### config.mk
export PLATFORM = sky130hd
export DESIGN_NAME = sfx_scheduler
export DESIGN_NICKNAME = d
export VERILOG_FILES = /design/src/rtl/sfx_scheduler_pkg.sv /design/src/rtl/sfx_scheduler_prio_pick.sv /design/src/rtl/sfx_scheduler.sv
export SDC_FILE = /design/constraint.sdc
export NUM_CORES = 1
export LEC_CHECK = 0
export ABC_AREA = 1
export BUFFER_PORTS_ARGS = -buffer_cell sky130_fd_sc_hd__buf_2
export CELL_PAD_IN_SITES_DETAIL_PLACEMENT = 0
export CELL_PAD_IN_SITES_GLOBAL_PLACEMENT = 1
export CORE_MARGIN = 2
export CORE_UTILIZATION = 30
export CTS_CLUSTER_DIAMETER = 30
export DETAILED_ROUTE_END_ITERATION = 16
export GPL_TIMING_DRIVEN = 0
export PLACE_DENSITY_LB_ADDON = 0.12
export SLEW_MARGIN = 20
export SYNTH_ARGS = -nofsm -noshare
export SYNTH_HDL_FRONTEND = slang
export SYNTH_SLANG_ARGS = --single-unit
### constraint.sdc
create_clock -name clk_i -period 3.6 [get_ports clk_i]
set_clock_uncertainty 0.2 [all_clocks]
set_input_delay 0 -clock clk_i [delete_from_list [all_inputs] [get_ports clk_i]]
set_output_delay 0 -clock clk_i [all_outputs]
set_load 0.03 [all_outputs]
### src/rtl/sfx_scheduler_pkg.sv
// Shared types and defaults for the sound-effect scheduler.
package sfx_scheduler_pkg;

    // Scheduler FSM encoding; also exported on the debug state port.
    typedef enum logic [1:0] {
        S_IDLE = 2'd0,
        S_PLAY = 2'd1,
        S_GAP  = 2'd2
    } state_t;

    localparam int          FW_DEF      = 26;
    // Never zero: the downstream divider divides by the frequency word.
    localparam logic [25:0] SILENCE_DEF = 26'd20000;

    // Index width for an n-entry vector, at least one bit.
    function automatic int idx_w(input int n);
        return (n > 1) ? $clog2(n) : 1;
    endfunction

endpackage

### src/rtl/sfx_scheduler_prio_pick.sv
// Fixed-priority picker: lowest set bit of a request vector wins.
module sfx_scheduler_prio_pick #(
    parameter int N  = 4,
    parameter int IW = 2
) (
    input  logic [N-1:0]  vec_i,
    output logic          valid_o,
    output logic [IW-1:0] idx_o
);

    // Scan from the top so the lowest set index is the last to write idx_o.
    always_comb begin
        valid_o = |vec_i;
        idx_o   = '0;
        for (int i = N - 1; i >= 0; i--) begin
            if (vec_i[i]) begin
                idx_o = IW'(i);
            end
        end
    end

endmodule

### src/rtl/sfx_scheduler.sv
// Sound-effect scheduler: passes BGM through while idle, lets a granted effect
// own both channels for its programmed length, then inserts a silent gap.
//
// Handshake: sfx_req_i is a 1-cycle pulse with no ready; the request is
// latched into pending_o that same cycle and stays there until granted, so
// a requester never needs to hold or repeat its pulse.
module sfx_scheduler
    import sfx_scheduler_pkg::*;
#(
    parameter int          NREQ    = 4,
    parameter int          FW      = FW_DEF,
    parameter int          LW      = 12,
    parameter int          GAP     = 2,
    parameter logic [FW-1:0] SILENCE = SILENCE_DEF,
    localparam int         IW      = idx_w(NREQ)
) (
    input  logic                 clk_i,
    input  logic                 rst_ni,
    input  logic                 tick_i,
    input  logic                 mute_i,
    input  logic [FW-1:0]        bgm_freq_l_i,
    input  logic [FW-1:0]        bgm_freq_r_i,
    input  logic [NREQ-1:0]      sfx_req_i,
    input  logic [NREQ*FW-1:0]   sfx_freq_i,
    input  logic [NREQ*LW-1:0]   sfx_len_i,
    output logic [FW-1:0]        freq_l_o,
    output logic [FW-1:0]        freq_r_o,
    output logic                 busy_o,
    output logic [IW-1:0]        grant_id_o,
    output logic [NREQ-1:0]      pending_o,
    output state_t               state_o
);

    logic [FW-1:0]   freq_a [NREQ];
    logic [LW-1:0]   len_a  [NREQ];
    logic [NREQ-1:0] pend_all;
    logic            pick_valid;
    logic [IW-1:0]   pick_idx;

    state_t          state_q,   state_d;
    logic [IW-1:0]   grant_q,   grant_d;
    logic [LW-1:0]   cnt_q,     cnt_d;
    logic [NREQ-1:0] pending_q, pending_d;
    logic [FW-1:0]   freq_l_q,  freq_l_d;
    logic [FW-1:0]   freq_r_q,  freq_r_d;

    // Split the flat per-requester buses into indexable arrays.
    for (genvar g = 0; g < NREQ; g++) begin : g_unpack
        assign freq_a[g] = sfx_freq_i[g*FW +: FW];
        assign len_a[g]  = sfx_len_i[g*LW +: LW];
    end

    // Same-cycle requests count as pending so a grant never waits a cycle.
    assign pend_all = pending_q | sfx_req_i;

    sfx_scheduler_prio_pick #(.N(NREQ), .IW(IW)) u_pick (
        .vec_i   (pend_all),
        .valid_o (pick_valid),
        .idx_o   (pick_idx)
    );

    // Next-state logic: grant, preemption, length and gap counting.
    always_comb begin
        state_d   = state_q;
        grant_d   = grant_q;
        cnt_d     = cnt_q;
        pending_d = pend_all;
        case (state_q)
            S_IDLE: begin
                if (pick_valid) begin
                    state_d             = S_PLAY;
                    grant_d             = pick_idx;
                    cnt_d               = len_a[pick_idx];
                    pending_d[pick_idx] = 1'b0;
                end
            end
            S_PLAY: begin
                if (pick_valid && (pick_idx < grant_q)) begin
                    // Higher priority cuts in; the current effect is dropped.
                    grant_d             = pick_idx;
                    cnt_d               = len_a[pick_idx];
                    pending_d[pick_idx] = 1'b0;
                end else if (tick_i) begin
                    if (cnt_q <= LW'(1)) begin
                        grant_d = '0;
                        if (GAP > 0) begin
                            state_d = S_GAP;
                            cnt_d   = LW'(GAP);
                        end else begin
                            state_d = S_IDLE;
                            cnt_d   = '0;
                        end
                    end else begin
                        cnt_d = cnt_q - LW'(1);
                    end
                end
            end
            S_GAP: begin
                if (tick_i) begin
                    if (cnt_q <= LW'(1)) begin
                        state_d = S_IDLE;
                        cnt_d   = '0;
                    end else begin
                        cnt_d = cnt_q - LW'(1);
                    end
                end
            end
            default: begin
                state_d = S_IDLE;
                grant_d = '0;
                cnt_d   = '0;
            end
        endcase
    end

    // Output selection from the upcoming state; mute only replaces the value.
    always_comb begin
        freq_l_d = SILENCE;
        freq_r_d = SILENCE;
        if (!mute_i) begin
            if (state_d == S_IDLE) begin
                freq_l_d = bgm_freq_l_i;
                freq_r_d = bgm_freq_r_i;
            end else if (state_d == S_PLAY) begin
                freq_l_d = freq_a[grant_d];
                freq_r_d = freq_a[grant_d];
            end
        end
    end

    // State, counter, pending and registered output frequencies.
    always_ff @(posedge clk_i or negedge rst_ni) begin
        if (!rst_ni) begin
            state_q   <= S_IDLE;
            grant_q   <= '0;
            cnt_q     <= '0;
            pending_q <= '0;
            freq_l_q  <= SILENCE;
            freq_r_q  <= SILENCE;
        end else begin
            state_q   <= state_d;
            grant_q   <= grant_d;
            cnt_q     <= cnt_d;
            pending_q <= pending_d;
            freq_l_q  <= freq_l_d;
            freq_r_q  <= freq_r_d;
        end
    end

    assign freq_l_o   = freq_l_q;
    assign freq_r_o   = freq_r_q;
    assign busy_o     = (state_q != S_IDLE);
    assign grant_id_o = grant_q;
    assign pending_o  = pending_q;
    assign state_o    = state_q;

endmodule

==> results.tsv <==
stage	metric	value	unit
placement	port bufs	272	
sta	worst setup margin	0.3460	ns
sta	Max Clk Rate	307.3	MHz
sta	RSZ-0062 raised after global routing	no	
global_route	pin count of the biggest net entering global routing	41	
cells_and_area	Final nets	1428	
critical_path	crit path launch type	register	
sta	endpoints failing setup	0	
critical_path	Crit Path Max Fanout	10	
sta	Final period util	0.9039	
cells_and_area	final cell count without fillers	1439	
detailed_routing	First-pass DRT Iterations	5	
floorplanning	Die Width	134.7	um
global_route	Congestion Overflow GR	0	
power_and_ir_drop	Power Density	789.1	mW/mm2
cells_and_area	multi-input logic area	0.002541	mm2
critical_path	R2R depth	17	
job	Max Cap Viol	0	
detailed_routing	drt drc	0	
global_route	GR Util All Layers	0.2313	
critical_path	FF-to-FF End	freq_r_o[8]$_DFF_PN0_	
global_route	vias in the first global route	6402	
critical_path	WP data required	3.66	ns
sta	Slew Limit Fails	0	
sta	worst hold margin	-0.006886	ns
yosys	most area-hungry cell type in the Yosys netlist	dfrtp_1	
yosys	Synth Instances	805	
clocking	Clk pin slew, worst setup/hold paths	0.06	ns
power_and_ir_drop	Max VDD drop	0.2840	mV
yosys	Yosys reg bits	72	
placement	DP Worst Slack	0.02376	ns
critical_path	Reg2Reg Setup Slack	0.35	ns
detailed_routing	Detail Route Antenna Nets	0	
yosys	synthesized area	0.005126	mm2
cells_and_area	FF/Latch Area	0.001814	mm2
sta	Slew HR	0.6177	
min_path	hold depth	7	
outcome	failing checks	hold timing	
placement	Detail Placement HPWL	16.15	mm
detailed_routing	Vias/cell	4.474	
sta	Worst-Margin Slew	0.5682	ns
power_and_ir_drop	P_leak	4.722	nW
global_route	first-pass GRT wire length	32.78	mm
outcome	status	finished, violations left	
critical_path	origin of the critical flop-to-flop path	pending_o[0]$_DFF_PN0_	
floorplanning	Core Area	0.01664	mm2
floorplanning	Die Span Y	134.7	um
floorplanning	Die ar.	0.01815	mm2
detailed_routing	initial detailed-routing violation count	358	
yosys	Syn Nets	1020	
min_path	hold path endpoint	cnt_q[0]$_DFFE_PN0P_	
yosys	ranking of synthesized cells by area	dfrtp_1 (30%), nand3_1 (15%), nand2_1 (14%)	
critical_path	CP endpoint kind	register	
detailed_routing	via count	6438	
clocking	Num CTS Buffers	9	
clocking	Clk Latency, worst-skew pair	0.33	ns
cells_and_area	layout cells sized above 1	0.2997	
floorplanning	I/O pin count	273	
yosys	Primary FF master, synth	dfrtp_1	
critical_path	Worst EP arrival	3.31	ns
critical_path	Worst Setup Path Type	reg2reg	
placement	RePlAce Congestion	0.8270	
yosys	EDFF count, synth	0	
yosys	Seq/Total Area, Yosys	0.3539	
yosys	warnings from Yosys	0	
clocking	Max clock buf depth	2	
min_path	hold_sp	sfx_len_i[36]	
clocking	CTS sink count	72	
sta	min Tclk post-route	3.254	ns
floorplanning	Rows	47	
yosys	Synth top area share	0.3027	
sta	Final Hold Viols	3	
placement	Post-Place Cells	1298	
min_path	min-delay worst type	in2reg	
yosys	average size of a mapped cell	6.368	um2
sta	setup TNS	0	ns
cells_and_area	P&R area growth vs syn	63.12	%
detailed_routing	wire per inst	14.61	um
clocking	Root Buffer	clkbuf_16	
yosys	top-count cell post-synth	nand2_1	
floorplanning	initial core utilization	0.3080	
yosys	asr flop ratio synth	1.000	
clocking	CTS tree	done	
global_route	initial antenna violation count	0	
detailed_routing	Total Wirelength	21.02	mm
clocking	CTS H-tree depth	3	
cells_and_area	fill count	1710	
yosys	top cells by instance count after synthesis	nand2_1 (191), nand3_1 (158), inv_1 (132)	
yosys	post-synth cell types	36	
## metrics by stage
stage / instance area (um2) / total power [mW] / hold WS, ns / util
2_1_floorplan: 5126 / 4.254 / -0.4956 / -
3_3_place_gp: 6763 / 5.584 / 0.06200 / 0.4064
3_5_place_dp: 6785 / 5.574 / -0.2163 / 0.4077
4_1_cts: 8344 / 6.624 / 0.000006051 / 0.5014
5_1_grt: 8359 / 7.199 / 0.04149 / 0.5023
6_report: 8362 / 6.598 / -0.006886 / 0.5024
## registers in the layout (all words and copies together), names as in the netlist
name	flops
cnt_q	12
pending_o	4
grant_id_o	2
state_o	2
freq_l_o	26
freq_r_o	26
## kinds of logic after synthesis
family / count (synthesis) / synth area share
buf+inv: 192 / 0.1513
flops: 72 / 0.3539
fa+ha+maj: 3 / 0.007323
compound gates: 89 / 0.09275
xor+xnor: 8 / 0.01367
simple gates: 441 / 0.3810
## worst max path at each step
stage / slack (ns) / start / cells past startpoint / end
CTS: 0.0004 / pending_o[0]$_DFF_PN0_ / 17 / cnt_q[1]$_DFFE_PN0P_
floorplan: 0.74 / pending_o[0]$_DFF_PN0_ / 18 / freq_l_o[6]$_DFF_PN0_
global route: 0.03 / pending_o[0]$_DFF_PN0_ / 17 / freq_l_o[6]$_DFF_PN0_
global placement: -0.005 / pending_o[0]$_DFF_PN0_ / 17 / cnt_q[1]$_DFFE_PN0P_
finish: 0.35 / pending_o[0]$_DFF_PN0_ / 17 / freq_r_o[8]$_DFF_PN0_
detailed placement: 0.02 / pending_o[0]$_DFF_PN0_ / 17 / cnt_q[1]$_DFFE_PN0P_
## cells in the final DEF, fill, tap and decap left out, types with 7 or more instances in the layout
| cell type | count |
|---|---|
| dlygate4sd3_1 | 123 |
| inv_1 | 132 |
| dfrtp_1 | 62 |
| nand3b_1 | 10 |
| buf_4 | 7 |
| nand3_1 | 158 |
| o21ai_1 | 50 |
| buf_2 | 291 |
| clkbuf_16 | 9 |
| nand2_2 | 8 |
| nor2_1 | 60 |
| nand2_1 | 191 |
| xor2_1 | 7 |
| o21ai_0 | 25 |
| inv_2 | 12 |
| dfstp_2 | 10 |
| clkbuf_1 | 9 |
## repair_timing
action | 4_1_cts | 5_1_grt
endpoints found under the hold margin | 128 | 0
buffers inserted | 0 | 0
resized for setup | 0 | 8
endpoints found under the setup margin | 0 | 65
hold buffers | 124 | 0
## per-layer routing
metal  track usage  routed length (um)
met1        0.2945                9107
met2        0.4047               10320
met5             0                   0
met3       0.03491                1201
met4       0.06901                 391
## critical path: stages, from the launching register on
cell and delay (ns):
dfrtp_1 0.37, inv_1 0.05, nand2_1 0.11, nor2_2 0.19, inv_1 0.13, nor2_2 0.22
clkbuf_4 0.28, ha_1 0.28, nand2_1 0.09, nand3_2 0.12, nand2_1 0.09, nand3_1 0.08
nand2_2 0.23, clkbuf_4 0.29, nand3_1 0.10, nand3_1 0.12, nand2_1 0.11, nor2_1 0.12
## layout make-up
cell class | instances | share of cell area
Tap cell | 220 | 0.03292
Clock buffer | 11 | 0.03023
Inverter | 149 | 0.06734
Antenna cell | 1 | 0.0002993
Clock inverter | 5 | 0.006584
Timing Repair Buffer | 397 | 0.3151
Buffer | 43 | 0.02663
Multi-Input combinational cell | 541 | 0.3039
Sequential cell | 72 | 0.2170
## report_power, final
part	leakage (nW)	internal [mW]	total (mW)	switching, mW
clock	0.148	0.572	0.913	0.341
sequential	0.884	1.19	1.33	0.145
combinational	3.69	1.39	4.35	2.96
No activity file was read; power rests on OpenSTA's default activity.
